## src/rtl/anubis_session_ctrl.sv

```systemverilog
// Session controller for one Anubis transaction: capture block+key from the link receiver,
// start the core, and return the result to the remote board through the sync/ack handshake.
module anubis_session_ctrl #(
    parameter int DATA_W         = 128,
    parameter int SYNC_STAGES    = 2,
    parameter int TIMEOUT_CYCLES = 1000000
) (
    input  logic              clk_w5,
    input  logic              reset_b,
    input  logic              rx_done,
    input  logic [DATA_W-1:0] rx_data,
    input  logic [DATA_W-1:0] rx_key,
    input  logic              rx_encrypt,
    input  logic              r_acknowledge,
    input  logic              tx_done,
    input  logic              core_done,
    input  logic [DATA_W-1:0] core_result,
    output logic              rx_en,
    output logic [DATA_W-1:0] core_text,
    output logic [DATA_W-1:0] core_key,
    output logic              core_encrypt,
    output logic              core_start,
    output logic              tx_en,
    output logic [DATA_W-1:0] tx_data,
    output logic              basys3_sync,
    output logic              basys3_ack,
    output logic              busy,
    output logic              timeout_err
);

    localparam int WDOG_W = (TIMEOUT_CYCLES > 2) ? $clog2(TIMEOUT_CYCLES) : 1;
    localparam logic [WDOG_W-1:0] WDOG_LAST = WDOG_W'(TIMEOUT_CYCLES - 1);

    typedef enum logic [2:0] {
        ST_IDLE    = 3'd0,
        ST_RX_ACK  = 3'd1,
        ST_LOAD    = 3'd2,
        ST_RUN     = 3'd3,
        ST_SYNC    = 3'd4,
        ST_SEND    = 3'd5,
        ST_RELEASE = 3'd6
    } state_t;

    state_t state_r;
    state_t state_nxt;

    logic [SYNC_STAGES-1:0] rx_done_sync_r;
    logic [SYNC_STAGES-1:0] r_ack_sync_r;
    logic [SYNC_STAGES-1:0] tx_done_sync_r;
    logic                   rx_done_prev_r;
    logic                   tx_done_prev_r;
    logic                   rx_done_s;
    logic                   r_ack_s;
    logic                   tx_done_s;
    logic                   rx_done_rise_s;
    logic                   tx_done_rise_s;

    logic [WDOG_W-1:0]      wdog_cnt_r;
    logic [WDOG_W-1:0]      wdog_cnt_nxt;
    logic                   wdog_expired_s;
    logic                   wdog_count_en_s;
    logic                   timeout_s;

    logic                   latch_rx_s;
    logic                   latch_res_s;

    logic rx_en_r,       rx_en_nxt;
    logic core_start_r,  core_start_nxt;
    logic tx_en_r,       tx_en_nxt;
    logic sync_r,        sync_nxt;
    logic ack_r,         ack_nxt;
    logic busy_r,        busy_nxt;
    logic timeout_err_r, timeout_err_nxt;

    logic [DATA_W-1:0] core_text_r;
    logic [DATA_W-1:0] core_key_r;
    logic              core_encrypt_r;
    logic [DATA_W-1:0] tx_data_r;

    // Input synchronizers plus previous-value flops for edge detection.
    always_ff @(posedge clk_w5 or posedge reset_b) begin
        if (reset_b) begin
            rx_done_sync_r <= '0;
            r_ack_sync_r   <= '0;
            tx_done_sync_r <= '0;
            rx_done_prev_r <= 1'b0;
            tx_done_prev_r <= 1'b0;
        end else begin
            rx_done_sync_r <= {rx_done_sync_r[SYNC_STAGES-2:0], rx_done};
            r_ack_sync_r   <= {r_ack_sync_r[SYNC_STAGES-2:0], r_acknowledge};
            tx_done_sync_r <= {tx_done_sync_r[SYNC_STAGES-2:0], tx_done};
            rx_done_prev_r <= rx_done_s;
            tx_done_prev_r <= tx_done_s;
        end
    end

    assign rx_done_s      = rx_done_sync_r[SYNC_STAGES-1];
    assign r_ack_s        = r_ack_sync_r[SYNC_STAGES-1];
    assign tx_done_s      = tx_done_sync_r[SYNC_STAGES-1];
    assign rx_done_rise_s = rx_done_s & ~rx_done_prev_r;
    assign tx_done_rise_s = tx_done_s & ~tx_done_prev_r;

    assign wdog_expired_s  = (wdog_cnt_r == WDOG_LAST);
    assign wdog_count_en_s = (state_r != ST_IDLE) && (state_r != ST_LOAD);

    // Next-state and next-output decode; a regular transition always beats watchdog expiry.
    always_comb begin
        state_nxt       = state_r;
        rx_en_nxt       = rx_en_r;
        core_start_nxt  = 1'b0;
        tx_en_nxt       = tx_en_r;
        sync_nxt        = sync_r;
        ack_nxt         = ack_r;
        timeout_err_nxt = 1'b0;
        latch_rx_s      = 1'b0;
        latch_res_s     = 1'b0;
        timeout_s       = 1'b0;

        case (state_r)
            ST_IDLE: begin
                rx_en_nxt = 1'b1;
                if (rx_done_rise_s) begin
                    latch_rx_s = 1'b1;
                    rx_en_nxt  = 1'b0;
                    ack_nxt    = 1'b1;
                    state_nxt  = ST_RX_ACK;
                end else begin
                    state_nxt = ST_IDLE;
                end
            end
            ST_RX_ACK: begin
                if (!rx_done_s) begin
                    ack_nxt        = 1'b0;
                    core_start_nxt = 1'b1;
                    state_nxt      = ST_LOAD;
                end else begin
                    timeout_s = wdog_expired_s;
                end
            end
            ST_LOAD: begin
                state_nxt = ST_RUN;
            end
            ST_RUN: begin
                if (core_done) begin
                    latch_res_s = 1'b1;
                    sync_nxt    = 1'b1;
                    state_nxt   = ST_SYNC;
                end else begin
                    timeout_s = wdog_expired_s;
                end
            end
            ST_SYNC: begin
                if (r_ack_s) begin
                    ack_nxt   = 1'b1;
                    tx_en_nxt = 1'b1;
                    state_nxt = ST_SEND;
                end else begin
                    timeout_s = wdog_expired_s;
                end
            end
            ST_SEND: begin
                if (tx_done_rise_s) begin
                    tx_en_nxt = 1'b0;
                    sync_nxt  = 1'b0;
                    ack_nxt   = 1'b0;
                    state_nxt = ST_RELEASE;
                end else begin
                    timeout_s = wdog_expired_s;
                end
            end
            ST_RELEASE: begin
                if (!r_ack_s) begin
                    rx_en_nxt = 1'b1;
                    state_nxt = ST_IDLE;
                end else begin
                    timeout_s = wdog_expired_s;
                end
            end
            default: begin
                state_nxt = ST_IDLE;
                rx_en_nxt = 1'b1;
                tx_en_nxt = 1'b0;
                sync_nxt  = 1'b0;
                ack_nxt   = 1'b0;
            end
        endcase

        // Expiry abandons the session; latched buses are deliberately left alone.
        if (timeout_s) begin
            state_nxt       = ST_IDLE;
            rx_en_nxt       = 1'b1;
            core_start_nxt  = 1'b0;
            tx_en_nxt       = 1'b0;
            sync_nxt        = 1'b0;
            ack_nxt         = 1'b0;
            timeout_err_nxt = 1'b1;
        end else begin
            timeout_err_nxt = 1'b0;
        end

        busy_nxt = (state_nxt != ST_IDLE);

        if (state_nxt != state_r) begin
            wdog_cnt_nxt = '0;
        end else if (wdog_count_en_s) begin
            wdog_cnt_nxt = wdog_cnt_r + WDOG_W'(1);
        end else begin
            wdog_cnt_nxt = '0;
        end
    end

    // FSM state, watchdog and handshake/enable output registers.
    always_ff @(posedge clk_w5 or posedge reset_b) begin
        if (reset_b) begin
            state_r       <= ST_IDLE;
            wdog_cnt_r    <= '0;
            rx_en_r       <= 1'b1;
            core_start_r  <= 1'b0;
            tx_en_r       <= 1'b0;
            sync_r        <= 1'b0;
            ack_r         <= 1'b0;
            busy_r        <= 1'b0;
            timeout_err_r <= 1'b0;
        end else begin
            state_r       <= state_nxt;
            wdog_cnt_r    <= wdog_cnt_nxt;
            rx_en_r       <= rx_en_nxt;
            core_start_r  <= core_start_nxt;
            tx_en_r       <= tx_en_nxt;
            sync_r        <= sync_nxt;
            ack_r         <= ack_nxt;
            busy_r        <= busy_nxt;
            timeout_err_r <= timeout_err_nxt;
        end
    end

    // Data latches: request on frame capture, result on core completion.
    always_ff @(posedge clk_w5 or posedge reset_b) begin
        if (reset_b) begin
            core_text_r    <= '0;
            core_key_r     <= '0;
            core_encrypt_r <= 1'b0;
            tx_data_r      <= '0;
        end else begin
            if (latch_rx_s) begin
                core_text_r    <= rx_data;
                core_key_r     <= rx_key;
                core_encrypt_r <= rx_encrypt;
            end
            if (latch_res_s) begin
                tx_data_r <= core_result;
            end
        end
    end

    assign rx_en        = rx_en_r;
    assign core_text    = core_text_r;
    assign core_key     = core_key_r;
    assign core_encrypt = core_encrypt_r;
    assign core_start   = core_start_r;
    assign tx_en        = tx_en_r;
    assign tx_data      = tx_data_r;
    assign basys3_sync  = sync_r;
    assign basys3_ack   = ack_r;
    assign busy         = busy_r;
    assign timeout_err  = timeout_err_r;

endmodule

```

## config.mk

```make
export PLATFORM = sky130hd
export DESIGN_NAME = anubis_session_ctrl
export DESIGN_NICKNAME = d
export VERILOG_FILES = /design/src/rtl/anubis_session_ctrl.sv
export SDC_FILE = /design/constraint.sdc
export NUM_CORES = 1
export LEC_CHECK = 0
export CAP_MARGIN = 20
export CORE_AREA = 5 5 305 307
export DETAILED_ROUTE_END_ITERATION = 12
export DIE_AREA = 0 0 310 312
export SLEW_MARGIN = 20
export SYNTH_ARGS = -nofsm -noshare
export SYNTH_HDL_FRONTEND = slang
export SYNTH_SLANG_ARGS = --single-unit
```

## constraint.sdc

```tcl
create_clock -name clk_w5 -period 15.8 [get_ports clk_w5]
set_input_delay 1.58 -clock clk_w5 [delete_from_list [all_inputs] [get_ports clk_w5]]
set_output_delay 1.58 -clock clk_w5 [all_outputs]
set_load 0.01 [all_outputs]
```

# Word level (Yosys, flattened, before mapping)
# Index checks and enable logic that the tools add are counted.
# word_totals
in_bits,391
out_inout_bits,392
ff_bits,423
# classes
n_mux,39
n_bitwise,4
reduce_logical,12
n_eq_ne,19
add_sub_neg,1
# op_table
op,n
20-bit 2-to-1 mux,2
1-bit 2-to-1 mux,25
3-bit one-hot mux with 7 select lines,1
"20-bit by 1-bit adder with 20-bit output, second input constant",1
"20-bit == test, second input constant",1
3-bit 2-to-1 mux,6
"3-bit != test, second input constant",6
5-bit OR reduction,3
1-bit one-hot mux with 5 select lines,2
"3-bit == test, second input constant",3
1-bit one-hot mux with 3 select lines,3
"2-bit by 1-bit != test with 1-bit output, second input constant",4
"3-bit by 2-bit == test with 1-bit output, second input constant",2
3-bit AND reduction,2
3-bit nonzero test,2
5-bit AND reduction,1
"3-bit by 1-bit == test with 1-bit output, second input constant",1
3-bit zero test,1
"3-bit by 2-bit != test with 1-bit output, second input constant",1
3-bit != test,1
3-bit OR reduction,1
1-bit bitwise AND,2
1-bit NOT,2
2-bit AND reduction,1
1-bit logical AND,1

# Depth between registers and ports, before layout
# Gate-level depths: netlist (run 1).
# logic_depth
ltp_word,7
depth_mapped,7
ltp_nobuf,6

# Least setup slack after synthesis (run 1)
# OpenSTA, ideal clock, no wires.
# synth_path
path_type,input-to-reg
start,input port core_done
end,"register tx_data_r[17], in the netlist tx_data[17]"
setup_ps,125
required_time_ps,15675
cell_stages,4
arrival_time_ps,2651
slack_ps,13024
cell_sequence,nand4b_1 > clkbuf_1 > clkbuf_1 > mux2_2
# synth_via
elab_chain_len,2
# synth_rtl
item,line_no,rtl
"start, declared",16,"input logic core_done,"
1-bit 2-to-1 mux,144,if (core_done) begin
1-bit 2-to-1 mux,119,case (state_r)
"end signal, assigned",251,tx_data_r <= core_result;
"end, declared",78,logic [DATA_W-1:0] tx_data_r;
# Every way passes these cells.
# A chain may end at the register's enable or synchronous reset.

# Worst setup path in the final report (run 1)
# layout_path
start,register state_r[0]
end,"register core_text_r[17], in the netlist core_text[17]"
# layout_via
elab_chain_len,2
# layout_rtl
item,line_no,rtl
"start, declared",44,state_t state_r;
"start signal, assigned",225,state_r <= state_nxt;
3-bit zero test,119,
1-bit 2-to-1 mux,119,
"end signal, assigned",246,core_text_r <= rx_data;
"end, declared",75,logic [DATA_W-1:0] core_text_r;
# Every way passes these cells.

==> flow_summary_export.csv, run 1 <==
group,metric,value,unit
timing,slew_headroom,0.298,
power,combPwrFrac,0.417,
yosys,synth_area,16000,sq um
grt,overflow,0,
detailed_routing,routed_wl,52.9,mm
cells_and_area,fin_util,0.300,
die,core-area,89700,sq um
setup_path,crit_path_start_kind,"register",
yosys,synth_edf_count,0,
die,io_pins,783,
cells_and_area,n_antenna_cell,0,
placement,port_buffers,782,
setup_path,r2r_end,"core_text[17]",
placement,post_dp_cell_area,25200,sq um
clock_network,postCtsSetupBuffers,0,
timing,drv_slew,0,
clock_network,cts_made_buffers,47,
setup_path,r2r-start,"state_r[0]",
run_status,status,"complete, no violations",
clock_network,root_buffer,"clkbuf_16",
die,num_rows,110,
timing,final_hold_viol_count,0,
grt,antenna_found_initial,1,
detailed_routing,num_vias,11300,
clock_network,insertion_delay,560,ps
power,p_per_area,198,nW/um^2
worst_hold_path,min_path_type,"register to register",
die,die_w,310,um
cells_and_area,fin_cells,3006,
detailed_routing,avgViaCountPerCell,3.76,
placement,dpl.hpwl,40.8,mm
detailed_routing,wl_met2,27.5,mm
setup_path,rrSetupSlack,11590,ps
power,internal-power,3750,uW
yosys,synth_nets,1392,
power,seq_power_share,0.357,
setup_path,endpoint_kind,"register",
yosys,synth_cells,1000,
grt,grt_start_max_net_pins,153,
power,peakVddDrop,0.0962,mV
detailed_routing,highest_layer,"met4",
setup_path,path_max_fanout,78,
power,swShare,0.295,
grt,grt_pass1_vias,12700,
clock_network,cts_resized,0,
clock_network,path_clk_slew,60,ps
timing,max_freq,238,MHz
timing,fin_worst_skew,7.97,ps
yosys,ys_ff_latch,423,
clock_network,cts_buffer_depth,3,
timing,tns,0,ps
yosys,synth-async-reset-ratio,1.00,
setup_path,path_class,"register to register",
power,p_leak,0.0108,uW
clock_network,cts_sinks,423,
yosys,synth-seq-area-share,0.662,
setup_path,arrival,4650,ps
placement,place.gp.congestion,0.816,
timing,setup_viol,0,
cells_and_area,nets,2185,
die,die_y,312,um
grt,grt.total_usage,0.104,
yosys,ys_warn_count,0,
worst_hold_path,hold_depth,0,
power,clkPwrFrac,0.226,
setup_path,ff2ff_path_depth,7,
worst_hold_path,hold_start,"r_ack_sync_r[0]",
die,initial_core_util,0.178,
detailed_routing,wl_met1,18.9,mm
detailed_routing,wl_met3,4.84,mm
yosys,ys_types,40,
timing,finalCritPeriodShare,0.266,
setup_path,cp_data_required_time,16250,ps
timing,period_needed,4210,ps
worst_hold_path,min_to,"r_ack_sync_r[1]",
clock_network,cts_tree,"built",
placement,dp_cells,2920,
detailed_routing,ant_nets,0,
timing,rsz0062_at_grt,"false",
yosys,ys.flop_type,"dfrtp_1",
grt,grt_pass1_wl,78.5,mm
die,dieArea,96700,sq um
yosys,syn_avg_cell_area,16.0,sq um
timing,worstMarginPinSlew,1050,ps
cells_and_area,area_delta_synth_final,68.2,%
detailed_routing,drt_iter0_drc,349,
cells_and_area,drive_gt1_frac,0.265,
detailed_routing,dr.pass1.iters,4,
clock_network,htree_levels,2,
cells_and_area,finish.instance_area,26900,sq um
job,maxCapViolations,0,
power,power.switching,1570,uW
detailed_routing,drt_drc_violations_left,0,
detailed_routing,routedWlPerCell,17.6,um
clock_network,holdBufCountCts,0,
-- routing by layer --
layer / vias to the layer above / GRT usage
li1: 5125 / -
met1: 5598 / 0.110
met2: 500 / 0.191
met3: 84 / 0.0361
met4: 0 / 0.0346
met5: - / 0
-- cells in the mapped netlist (3+ instances only) --
cell type,instances,area share
dfrtp_1,422,0.66
mux2_2,387,0.27
buf_2,34,0.011
nor2_1,33,0.0077
nand2_1,19,0.0045
xnor2_1,13,0.0071
clkbuf_1,11,0.0026
nand3_1,9,0.0028
inv_1,6,0.0014
o21ai_0,6,0.0019
xor2_1,6,0.0033
nand4_1,5,0.0020
nor2b_1,5,0.0020
nor4_1,5,0.0020
nor3_1,4,0.0013
a21oi_1,3,0.00094
buf_1,3,0.00070
-- power groups by stage --
stage	logic [uW]	clock network [uW]	registers, uW
6_report	2210	1200	1900
2_1_floorplan	661	0	2100
4_1_cts	2260	1250	1910
3_5_place_dp	2250	0	1920
3_3_place_gp	2220	0	1890
5_1_grt	2350	1300	1970
-- cell families (layout without fill, tap and decap cells) --
family,Yosys count,after routing,share of synthesized area
AOI/OAI and AO/OA,19,19,0.00884
adders and majority gates,1,1,0.000782
DFF,423,423,0.662
xor gates and xnor gates,19,19,0.0104
buffers and inverters,54,884,0.0153
muxes,387,387,0.272
and+or+nand+nor,97,97,0.0306
-- layout make-up --
type                       instances  area (sq um)
clock inverter                    15           279
inverter                           6          30.0
fill                            8971         62800
multi-input combinational        523          5170
sequential                       423         10600
tap                             1176          1470
timing repair buffer             792          7920
clock buffer                      71          1450
-- through the flow --
| step | hold WS (ps) | setup slack, ps | total power (uW) |
|---|---|---|---|
| CTS | 351 | 11580 | 5420 |
| detailed placement | 335 | 11440 | 4170 |
| floorplan | 331 | 2450 | 2760 |
| finish | 348 | 11590 | 5320 |
| global placement | 339 | 11500 | 4110 |
| global route | 357 | 11350 | 5620 |
-- critical path, cell delays in order (launching register included) --
cell	delay (ps)
dfrtp_1	530
nor3b_1	340
nand2_1	160
nor2_4	110
buf_4	620
buf_4	830
buf_4	890
mux2_2	420
-- state kept, by name, summed over array words and instances, names as in the netlist, 2 cells and up --
register,cells
state_r,3
tx_done_sync_r,2
core_key,128
core_text,128
rx_done_sync_r,2
r_ack_sync_r,2
tx_data,128
wdog_cnt_r,20
-- cell usage in the layout (no fill, tap or decap), types with 8 or more instances in the layout --
master	Yosys	routed
buf_4	0	9
bufinv_16	0	8
clkbuf_1	11	8
clkbuf_16	0	49
clkbuf_8	0	14
clkdlybuf4s50_1	0	782
dfrtp_1	422	422
mux2_2	387	387
nand2_1	19	19
nand3_1	9	9
nor2_1	33	32
xnor2_1	13	13
-- worst max-delay path by stage --
stage / start / to / slack [ps] / depth (start not counted)
2_1_floorplan: reset_b / basys3_ack / 2450 / 1
3_3_place_gp: reset_b / core_key[42] / 11500 / 4
3_5_place_dp: reset_b / core_key[101] / 11440 / 4
4_1_cts: state_r[0] / core_text[17] / 11580 / 7
5_1_grt: state_r[0] / core_text[17] / 11350 / 7
6_report: state_r[0] / core_text[17] / 11590 / 7
(Power assumes the default switching activity.)
==> run 2: changes to the inputs <==
==> constraint.sdc (replaced) <==
create_clock -name clk_w5 -period 4.1 [get_ports clk_w5]
set_input_delay 0.41 -clock clk_w5 [delete_from_list [all_inputs] [get_ports clk_w5]]
set_output_delay 0.41 -clock clk_w5 [all_outputs]
set_load 0.01 [all_outputs]
==> run 2 against run 1 <==
Compared with the run above: non-clock buffer count rose by 31; sequential power rose to 3.9 times the previous value; clock skew rose by 8.7 ps; critical endpoint is now tx_data[5]; critical path depth fell by 4; global-route usage rose by 0.44 points; maximum frequency rose by 69%; wire length rose by 4.0%; power rose to 3.8 times the previous value; via count rose by 1.7%; highest routed layer is now met5.
==> flow_summary_export.csv, run 2 (synthesis results as in run 1) <==
group,metric,value,unit
clock_network,holdBufCountCts,0,
detailed_routing,routed_wl,55.0,mm
power,peakVddDrop,0.444,mV
timing,drv_slew,0,
die,die_y,312,um
timing,slew_headroom,0.524,
timing,max_freq,401,MHz
job,maxCapViolations,0,
grt,met1_usage,0.113,
timing,finalCritPeriodShare,0.608,
grt,overflow,0,
setup_path,path_class,"register to register",
grt,grt_start_max_net_pins,120,
clock_network,path_clk_slew,60,ps
clock_network,cts_made_buffers,48,
clock_network,htree_levels,2,
timing,worstMarginPinSlew,710,ps
cells_and_area,drive_gt1_frac,0.275,
cells_and_area,nets,2217,
setup_path,crit_path_start_kind,"register",
cells_and_area,final_cell_mix,"clkdlybuf4s50_1 (782), dfrtp_1 (422), mux2_2 (387), clkbuf_16 (49), buf_4 (33)",
setup_path,endpoint_kind,"register",
cells_and_area,area_delta_synth_final,69.4,%
timing,final_hold_viol_count,0,
clock_network,cts_buffer_depth,3,
grt,grt_pass1_wl,81.0,mm
timing,fin_worst_skew,16.7,ps
die,core-area,89700,sq um
power,p_leak,0.0109,uW
die,dieArea,96700,sq um
timing,tns,0,ps
detailed_routing,num_vias,11500,
timing,setup_viol,0,
worst_hold_path,min_path_type,"input port to register",
cells_and_area,mostFrequentLayoutCell,"clkdlybuf4s50_1",
placement,dpl.hpwl,42.8,mm
placement,port_buffers,782,
detailed_routing,drt_iter0_drc,380,
timing,rsz0062_at_grt,"false",
placement,place.gp.congestion,0.820,
setup_path,arrival,2950,ps
grt,grt-busiest-layer,"met2",
detailed_routing,dr.pass1.iters,4,
run_status,status,"complete, no violations",
grt,use_met3,0.0408,
setup_path,cp_data_required_time,4550,ps
die,io_pins,783,
power,p_per_area,750,nW/um^2
clock_network,cts_tree,"built",
setup_path,path_max_fanout,119,
clock_network,cts_sinks,423,
clock_network,postCtsSetupBuffers,0,
clock_network,root_buffer,"clkbuf_16",
die,initial_core_util,0.178,
die,num_rows,110,
timing,period_needed,2490,ps
power,fin_total_pwr,20300,uW
grt,met2_usage,0.196,
detailed_routing,routedWlPerCell,18.1,um
grt,grt_pass1_vias,13000,
cells_and_area,nFillCells,8937,
detailed_routing,ant_nets,0,
detailed_routing,avgViaCountPerCell,3.79,
clock_network,insertion_delay,580,ps
clock_network,cts_resized,0,
die,die_w,310,um
grt,antenna_found_initial,6,
grt,grt.total_usage,0.108,
detailed_routing,drt_drc_violations_left,0,
## run 2: changes by cell type in the layout (fill, tap and decap cells not counted), sizes merged
cell      change
buf          +31
bufinv        -4
clkinvlp      +3
clkinv        -2
inv           +2
clkbuf        +1
diode         +1
## run 2: area by class of cell
cell class,instances,area [sq um],area share
Sequential cell,423,10600,0.391
Timing Repair Buffer,823,8240,0.304
Multi-Input combinational cell,523,5170,0.191
Tap cell,1176,1470,0.0543
Clock buffer,72,1410,0.0521
Clock inverter,14,186,0.00688
Inverter,6,26.3,0.000970
Antenna cell,1,2.50,0.0000924
## run 2: final timing paths
check | depth (start not counted) | start | end | slack [ps]
setup reg to reg | 3 | state_r[2] | tx_data[5] | 1610
hold / removal | 1 | tx_done | tx_done_sync_r[0] | 280
hold reg to reg | 0 | r_ack_sync_r[0] | r_ack_sync_r[1] | 350
setup / recovery | 3 | state_r[2] | tx_data[5] | 1610
min in group asynchronous | 3 | reset_b | tx_data[55] | 530
max in group asynchronous | 4 | reset_b | wdog_cnt_r[4] | 2910
## run 2: report_power, final
group	total [uW]	internal (uW)	switching (uW)
Clock	4370	2630	1740
Combinational	8590	5390	3200
Sequential	7380	6170	1200
Total	20300	14200	6140
## run 2: through the flow
step | instances | hold slack (ps) | util | instance area [sq um] | setup WS (ps)
after floorplan | 1000 | 331 | - | 16000 | -2020
after global placement | 2949 | 336 | 0.284 | 25500 | 1330
after detailed placement | 2949 | 336 | 0.284 | 25500 | 1300
after CTS | 3035 | 223 | 0.301 | 27100 | 1290
after global routing | 3037 | 231 | 0.302 | 27100 | 1490
final | 3038 | 284 | 0.302 | 27100 | 1610
## run 2: critical path, cell delays in order (launching register included)
cell,delay [ps]
dfrtp_1,570
nand4b_1,740
buf_12,490
mux2_2,410
## run 2: routing by layer
layer	part of all wire	routed length [um]	vias up
li1	-	-	5172
met1	0.36	19700	5676
met2	0.51	28200	541
met3	0.094	5170	106
met4	0.034	1890	8
met5	0.00096	53	-
